`src/rtl/decode_stage_if.sv`:
```
// Fetch-side and register-read-side handshake bundle for decode_stage.
// No storage; pure wiring.
// Both directions use valid/ready; master drives in_* and out_ready.
interface decode_stage_if #(
    parameter int XLEN = 32
);
    logic            in_valid;
    logic            in_ready;
    logic [31:0]     in_instr;
    logic [XLEN-1:0] in_pc;

    logic            out_valid;
    logic            out_ready;
    logic [XLEN-1:0] out_pc;
    logic [6:0]      out_opcode;
    logic [4:0]      out_rd;
    logic [2:0]      out_funct3;
    logic [4:0]      out_rs1;
    logic [4:0]      out_rs2;
    logic [6:0]      out_funct7;
    logic [XLEN-1:0] out_imm;
    logic [2:0]      out_type;
    logic            out_copro;

    modport master (
        output in_valid, in_instr, in_pc, out_ready,
        input  in_ready, out_valid, out_pc, out_opcode, out_rd, out_funct3,
               out_rs1, out_rs2, out_funct7, out_imm, out_type, out_copro
    );

    modport slave (
        input  in_valid, in_instr, in_pc, out_ready,
        output in_ready, out_valid, out_pc, out_opcode, out_rd, out_funct3,
               out_rs1, out_rs2, out_funct7, out_imm, out_type, out_copro
    );
endinterface

```
`src/rtl/decode_stage.sv`:
```
// RISC-V decode stage: field split, format classify, immediate build, custom-0 coprocessor flag.
// Latency 1 cycle, 1 instr/cycle sustained; in_ready comes straight from a flop.
// Backpressure absorbed by a 2-entry head/skid buffer. Build option DECODE_ILLEGAL_PASS_EN forwards illegal encodings.
module decode_stage #(
    parameter int          XLEN          = 32,
    parameter logic [6:0]  CUSTOM_OPCODE = 7'b0001011,
    parameter logic [63:0] RESET_PC      = 64'd0
) (
    input  logic           clk,
    input  logic           rst,
    input  logic           flush,
    decode_stage_if.slave  bus
);

    typedef enum logic [2:0] {
        FMT_R       = 3'd0,
        FMT_I       = 3'd1,
        FMT_S       = 3'd2,
        FMT_B       = 3'd3,
        FMT_U       = 3'd4,
        FMT_J       = 3'd5,
        FMT_CUSTOM  = 3'd6,
        FMT_ILLEGAL = 3'd7
    } fmt_t;

    typedef struct packed {
        logic [XLEN-1:0] pc;
        logic [6:0]      opcode;
        logic [4:0]      rd;
        logic [2:0]      funct3;
        logic [4:0]      rs1;
        logic [4:0]      rs2;
        logic [6:0]      funct7;
        logic [XLEN-1:0] imm;
        fmt_t            fmt;
        logic            copro;
    } entry_t;

    typedef enum logic [1:0] {
        EMPTY = 2'd0,
        ONE   = 2'd1,
        TWO   = 2'd2
    } state_t;

`ifdef DECODE_ILLEGAL_PASS_EN
    localparam bit PASS_ILLEGAL = 1'b1;
`else
    localparam bit PASS_ILLEGAL = 1'b0;
`endif

    // Standard opcodes take precedence should CUSTOM_OPCODE ever alias one.
    function automatic entry_t decode(input logic [31:0] instr, input logic [XLEN-1:0] pc);
        entry_t      e;
        logic [31:0] imm32;
        e        = '0;
        imm32    = '0;
        e.pc     = pc;
        e.opcode = instr[6:0];
        e.rd     = instr[11:7];
        e.funct3 = instr[14:12];
        e.rs1    = instr[19:15];
        e.rs2    = instr[24:20];
        e.funct7 = instr[31:25];
        e.fmt    = FMT_ILLEGAL;
        e.copro  = 1'b0;
        if (instr[1:0] == 2'b11) begin
            case (instr[6:0])
                7'b0110011: e.fmt = FMT_R;
                7'b0010011, 7'b0000011, 7'b1100111, 7'b1110011: begin
                    e.fmt = FMT_I;
                    imm32 = {{20{instr[31]}}, instr[31:20]};
                end
                7'b0100011: begin
                    e.fmt = FMT_S;
                    imm32 = {{20{instr[31]}}, instr[31:25], instr[11:7]};
                end
                7'b1100011: begin
                    e.fmt = FMT_B;
                    imm32 = {{20{instr[31]}}, instr[7], instr[30:25], instr[11:8], 1'b0};
                end
                7'b0110111, 7'b0010111: begin
                    e.fmt = FMT_U;
                    imm32 = {instr[31:12], 12'b0};
                end
                7'b1101111: begin
                    e.fmt = FMT_J;
                    imm32 = {{12{instr[31]}}, instr[19:12], instr[20], instr[30:21], 1'b0};
                end
                default: begin
                    if (instr[6:0] == CUSTOM_OPCODE) begin
                        e.fmt   = FMT_CUSTOM;
                        e.copro = 1'b1;
                    end
                end
            endcase
        end
        e.imm = XLEN'($signed(imm32));
        return e;
    endfunction

    state_t state_q, state_d;
    logic   in_ready_q, out_valid_q;
    entry_t head_q, skid_q;
    entry_t in_dec;
    logic   accept, keep, emit;
    logic   load_head_in, load_head_skid, load_skid;

    always_comb begin
        in_dec = decode(bus.in_instr, bus.in_pc);
        accept = bus.in_valid & in_ready_q;
        keep   = accept & (PASS_ILLEGAL | (in_dec.fmt != FMT_ILLEGAL));
        emit   = out_valid_q & bus.out_ready;
    end

    always_ff @(posedge clk or posedge rst) begin
        if (rst) begin
            state_q     <= EMPTY;
            in_ready_q  <= 1'b1;
            out_valid_q <= 1'b0;
        end else begin
            state_q     <= state_d;
            in_ready_q  <= (state_d != TWO);
            out_valid_q <= (state_d != EMPTY);
        end
    end

    always_comb begin
        state_d        = state_q;
        load_head_in   = 1'b0;
        load_head_skid = 1'b0;
        load_skid      = 1'b0;
        if (flush) begin
            state_d = EMPTY;
        end else begin
            case (state_q)
                EMPTY: begin
                    if (keep) begin
                        state_d      = ONE;
                        load_head_in = 1'b1;
                    end
                end
                ONE: begin
                    if (keep && emit) begin
                        load_head_in = 1'b1;
                    end else if (keep) begin
                        state_d   = TWO;
                        load_skid = 1'b1;
                    end else if (emit) begin
                        state_d = EMPTY;
                    end
                end
                TWO: begin
                    if (emit) begin
                        state_d        = ONE;
                        load_head_skid = 1'b1;
                    end
                end
                default: state_d = EMPTY;
            endcase
        end
    end

    // Data registers only move on loads, so outputs hold while empty or flushed.
    always_ff @(posedge clk or posedge rst) begin
        if (rst) begin
            head_q    <= '0;
            head_q.pc <= RESET_PC[XLEN-1:0];
            skid_q    <= '0;
        end else begin
            if (load_head_in) begin
                head_q <= in_dec;
            end else if (load_head_skid) begin
                head_q <= skid_q;
            end
            if (load_skid) begin
                skid_q <= in_dec;
            end
        end
    end

    assign bus.in_ready   = in_ready_q;
    assign bus.out_valid  = out_valid_q;
    assign bus.out_pc     = head_q.pc;
    assign bus.out_opcode = head_q.opcode;
    assign bus.out_rd     = head_q.rd;
    assign bus.out_funct3 = head_q.funct3;
    assign bus.out_rs1    = head_q.rs1;
    assign bus.out_rs2    = head_q.rs2;
    assign bus.out_funct7 = head_q.funct7;
    assign bus.out_imm    = head_q.imm;
    assign bus.out_type   = head_q.fmt;
    assign bus.out_copro  = head_q.copro;

endmodule
```
`src/flat_wrapper.sv`:
```
// flat-port wrapper written by rule: the top's interface ports become plain ports
module decode_stage_flat 
#(
    parameter int          XLEN          = 32,
    parameter logic [6:0]  CUSTOM_OPCODE = 7'b0001011,
    parameter logic [63:0] RESET_PC      = 64'd0
)
  (clk, rst, flush, bus_in_valid, bus_in_instr, bus_in_pc, bus_out_ready, bus_in_ready, bus_out_valid, bus_out_pc, bus_out_opcode, bus_out_rd, bus_out_funct3, bus_out_rs1, bus_out_rs2, bus_out_funct7, bus_out_imm, bus_out_type, bus_out_copro);
  decode_stage_if #(.XLEN(XLEN)) bus_i ();
  input  logic clk;
  input  logic rst;
  input  logic flush;
  input wire logic [$bits(bus_i.in_valid)-1:0] bus_in_valid;
  input wire logic [$bits(bus_i.in_instr)-1:0] bus_in_instr;
  input wire logic [$bits(bus_i.in_pc)-1:0] bus_in_pc;
  input wire logic [$bits(bus_i.out_ready)-1:0] bus_out_ready;
  output wire logic [$bits(bus_i.in_ready)-1:0] bus_in_ready;
  output wire logic [$bits(bus_i.out_valid)-1:0] bus_out_valid;
  output wire logic [$bits(bus_i.out_pc)-1:0] bus_out_pc;
  output wire logic [$bits(bus_i.out_opcode)-1:0] bus_out_opcode;
  output wire logic [$bits(bus_i.out_rd)-1:0] bus_out_rd;
  output wire logic [$bits(bus_i.out_funct3)-1:0] bus_out_funct3;
  output wire logic [$bits(bus_i.out_rs1)-1:0] bus_out_rs1;
  output wire logic [$bits(bus_i.out_rs2)-1:0] bus_out_rs2;
  output wire logic [$bits(bus_i.out_funct7)-1:0] bus_out_funct7;
  output wire logic [$bits(bus_i.out_imm)-1:0] bus_out_imm;
  output wire logic [$bits(bus_i.out_type)-1:0] bus_out_type;
  output wire logic [$bits(bus_i.out_copro)-1:0] bus_out_copro;
  assign bus_i.in_valid = bus_in_valid;
  assign bus_i.in_instr = bus_in_instr;
  assign bus_i.in_pc = bus_in_pc;
  assign bus_i.out_ready = bus_out_ready;
  assign bus_in_ready = bus_i.in_ready;
  assign bus_out_valid = bus_i.out_valid;
  assign bus_out_pc = bus_i.out_pc;
  assign bus_out_opcode = bus_i.out_opcode;
  assign bus_out_rd = bus_i.out_rd;
  assign bus_out_funct3 = bus_i.out_funct3;
  assign bus_out_rs1 = bus_i.out_rs1;
  assign bus_out_rs2 = bus_i.out_rs2;
  assign bus_out_funct7 = bus_i.out_funct7;
  assign bus_out_imm = bus_i.out_imm;
  assign bus_out_type = bus_i.out_type;
  assign bus_out_copro = bus_i.out_copro;
  decode_stage #(.XLEN(XLEN), .CUSTOM_OPCODE(CUSTOM_OPCODE), .RESET_PC(RESET_PC)) u_core (.clk(clk), .rst(rst), .flush(flush), .bus(bus_i));
endmodule
```
`config.mk`:
```
export PLATFORM = sky130hd
export DESIGN_NAME = decode_stage_flat
export DESIGN_NICKNAME = d
export VERILOG_FILES = /design/src/rtl/decode_stage_if.sv /design/src/rtl/decode_stage.sv /design/src/flat_wrapper.sv
export SDC_FILE = /design/constraint.sdc
export NUM_CORES = 1
export LEC_CHECK = 0
export CAP_MARGIN = 0
export CORE_MARGIN = 4
export CORE_UTILIZATION = 60
export CTS_CLUSTER_SIZE = 12
export DETAILED_ROUTE_END_ITERATION = 8
export DONT_BUFFER_PORTS = 1
export GPL_TIMING_DRIVEN = 0
export PLACE_DENSITY = 0.76
export SKIP_LAST_GASP = 1
export SLEW_MARGIN = 20
export SYNTH_ARGS = -nofsm -noshare
export SYNTH_HDL_FRONTEND = slang
export SYNTH_SLANG_ARGS = --single-unit
```
`constraint.sdc`:
```
create_clock -name clk -period 8.1 [get_ports clk]
set_clock_uncertainty 0.2 [all_clocks]
set_input_delay 1.62 -clock clk [delete_from_list [all_inputs] [get_ports clk]]
set_output_delay 1.62 -clock clk [all_outputs]
set_load 0.02 [all_outputs]
```
==> impl_metrics.csv <==
group,metric,value,unit
outcome,run_status,"finished clean",
logic_synthesis,synthTopCellsByArea,"dfrtp_1 56%, nand2_1 12%, mux2i_1 7.7%",
worst_setup_path,path_class,"input pin to register",
worst_setup_path,slowest_stage,"or3b_2",
placed_design,io_buffers,0,
worst_setup_path,worstSetupStartpointType,"input pin",
floorplan,rows,44,
sta,slew_viol_final,0,
pwr,power_leakage,4.62,nW
logic_synthesis,syn_area,9050,um^2
flow_run,cap_violations,0,
logic_synthesis,ys_ff_latch,204,
floorplan,start_util,61.8,%
sta,period_needed,3.70,ns
route,drc,0,
placed_design,dpl.cell_count,1112,
floorplan,core,14600,um^2
cts,cts_tree,"built",
grt,grt_overflow,0,
worst_setup_path,critPathMaxFanout,10,
sta,setup_slack,4.40,ns
pwr,power-per-cell-area,261,nW/um^2
route,drt_iter0_drc,491,
floorplan,fp.dieW,131,um
cells_and_area,antenna_cells,0,
sta,maxSlewHeadroom,30.4,%
worst_setup_path,worstPathRequired,8.26,ns
cts,clk_pin_slew,0.06,ns
cts,clock_path_buffers,3,
grt,antenna_found_initial,0,
min_path,hold_start,"u_core.skid_q[50]",
worst_setup_path,path_cells,"clkbuf_1 -> or3b_2 -> nand4_1 -> nand4_1 -> clkbuf_1 -> nand2_1 -> o21ai_0",
route,wl_per_cell,20.1,um
grt,grt_pass1_vias,6861,
logic_synthesis,synthMostInstantiatedCell,"nand2_1",
sta,finalHoldViolCount,0,
logic_synthesis,synth_cells,926,
cells_and_area,syn2layout_area_growth,10.7,%
worst_setup_path,r2r_end,"u_core.bus.out_imm[3]",
placed_design,hpwlAfterDp,16.0,mm
cells_and_area,finalNetCount,1021,
route,drt-vias-per-instance,5.93,
sta,fin_crit_sh,45.6,%
logic_synthesis,yosys_warnings,0,
logic_synthesis,syn_area_per_cell,9.78,um^2
worst_setup_path,r2r_setup_slack,5.47,ns
grt,grt_max_degree,90,
sta,tightest_slew,1.03,ns
worst_setup_path,slowest_delay,0.58,ns
logic_synthesis,synth_edf_count,0,
logic_synthesis,synth_common_cells,"292 x nand2_1, 203 x dfrtp_1, 79 x o21ai_0, 70 x mux2i_1, 50 x nor2_1",
cells_and_area,drive_gt1_share,11.5,%
route,firstDrtPassIters,5,
logic_synthesis,synth_fp_nets,995,
grt,grt_usage,27.2,%
logic_synthesis,synth.distinct_cells,44,
sta,max_freq,271,MHz
worst_setup_path,arrival,3.86,ns
logic_synthesis,synth_ff_type,"dfrtp_1",
sta,setup_violations,0,
cts,cts_buffers,22,
placed_design,gp_congestion,0.877,
worst_setup_path,r2r.worst_path.cells,7,
cts,cts_resized,0,
cells_and_area,fin_util,68.4,%
floorplan,die-area,17100,um^2
logic_synthesis,yosysTopAreaCell,"dfrtp_1",
pwr,vdd_drop_max,0.000243,V
placed_design,preCtsSetupSlack,3.92,ns
min_path,whs_endpoint,"u_core.skid_q[50]",
cts,h-tree-depth,1,
cts,cts.hold.buffers_added,0,
cts,clockRootBuffer,"clkbuf_16",
logic_synthesis,async_flop_share,100,%
logic_synthesis,synth_top_area_share,56.1,%
cts,postCtsSetupBuffers,0,
route,wirelength,23.1,mm
cells_and_area,instances_no_fill,1150,
cts,cts_sinks,204,
route,vias,6820,
sta,grt_setup_unrepaired,"no",
worst_setup_path,crit_path_end_kind,"register",
min_path,min_path_cells,2,
logic_synthesis,synth_seq_area_share,56.4,%
min_path,min_path_type,"register to register",
worst_setup_path,r2r_start,"u_core.bus.out_valid",
route,antenna_left,0,
grt,grt_first_pass_wirelength,36.8,mm
cts,clk_latency,0.50,ns
floorplan,io_pins,171,
floorplan,die_height,131,um
sequential cells by signal, indices dropped and copies added, names as in the netlist:
register / cells
u_core.bus.out_rd: 5
u_core.bus.out_funct7: 7
u_core.bus.out_valid: 1
u_core.bus.out_rs1: 5
u_core.bus.in_ready: 1
u_core.bus.out_funct3: 3
u_core.bus.out_pc: 32
u_core.bus.out_type: 3
u_core.bus.out_opcode: 7
u_core.skid_q: 100
u_core.bus.out_imm: 32
u_core.bus.out_rs2: 5
u_core.state_q: 2
u_core.bus.out_copro: 1
how the worst max path moves through the flow:
| stage | from | to | cells after the start |
|---|---|---|---|
| after CTS | bus_in_instr[3] | u_core.skid_q[18] | 7 |
| after detailed placement | bus_in_instr[3] | u_core.skid_q[18] | 7 |
| after global routing | bus_in_instr[3] | u_core.skid_q[0] | 7 |
| after floorplan | rst | u_core.bus.out_copro | 1 |
| final | bus_in_instr[3] | u_core.skid_q[18] | 7 |
| after global placement | rst | u_core.skid_q[48] | 1 |
cell families after synthesis:
| kind of cell | after synthesis | synth area share [%] |
|---|---|---|
| buffers and inverters | 70 | 4.15 |
| AO/OA/AOI/OAI | 166 | 10.7 |
| AND/OR/NAND/NOR | 385 | 17.1 |
| XOR/XNOR | 1 | 0.0968 |
| multiplexers | 100 | 11.5 |
| flip-flops | 204 | 56.4 |
layout by cell type (no fill, tap or decap), types with 3 or more instances in the layout:
| cell type | n |
|---|---|
| o21bai_1 | 3 |
| and2_1 | 4 |
| buf_6 | 6 |
| mux2i_1 | 70 |
| o21ai_1 | 8 |
| a31oi_1 | 24 |
| nor2_1 | 50 |
| buf_2 | 24 |
| nand3_1 | 13 |
| a21oi_1 | 25 |
| dfrtp_1 | 203 |
| o21ai_0 | 79 |
| a22oi_1 | 12 |
| clkbuf_8 | 4 |
| inv_1 | 4 |
| nand2_1 | 292 |
| buf_4 | 10 |
| and3_1 | 5 |
| nand4_1 | 4 |
| clkinv_2 | 3 |
| mux2_2 | 30 |
| clkbuf_16 | 23 |
| clkbuf_1 | 33 |
| nor2b_1 | 3 |
cell type report:
type	instances	area, um^2
multi-input cells	652	3570
clock inverters	3	15.0
repair buffers	2	55.1
well taps	184	230
clock buffers	35	661
flip-flops and latches	204	5110
plain buffers	65	357
inverters	5	26.3
fillers	1167	4620
metrics by stage:
stage | setup TNS [ns] | instance area (um^2) | total power [mW] | hold WS, ns
after floorplan | 0 | 9050 | 1.60 | 0.238
after global placement | -288.97 | 9280 | 1.67 | 0.250
after detailed placement | 0 | 9350 | 1.68 | 0.256
after CTS | 0 | 10000 | 2.62 | 0.268
after global routing | 0 | 10000 | 2.73 | 0.288
final | 0 | 10000 | 2.61 | 0.267
layer usage:
layer	GRT usage [%]	vias to the layer above	routed length (um)	share of wire (%)
met5	0	-	0	0
met4	8.29	0	554	2.4
met3	8.05	39	2260	9.8
met2	42.4	250	10800	47
met1	37.3	3358	9500	41
li1	-	3173	-	-
power breakdown:
| group | switching (mW) | internal [mW] |
|---|---|---|
| logic | 0.118 | 0.111 |
| registers | 0.276 | 1.16 |
| clock network | 0.391 | 0.556 |
critical path: cells and delay by family:
kind                   cells  cell delay (ns)
AOI/OAI and AO/OA          1             0.10
buffers and inverters      2             0.67
and+or+nand+nor            4             1.45
(Power assumes the default switching activity.)
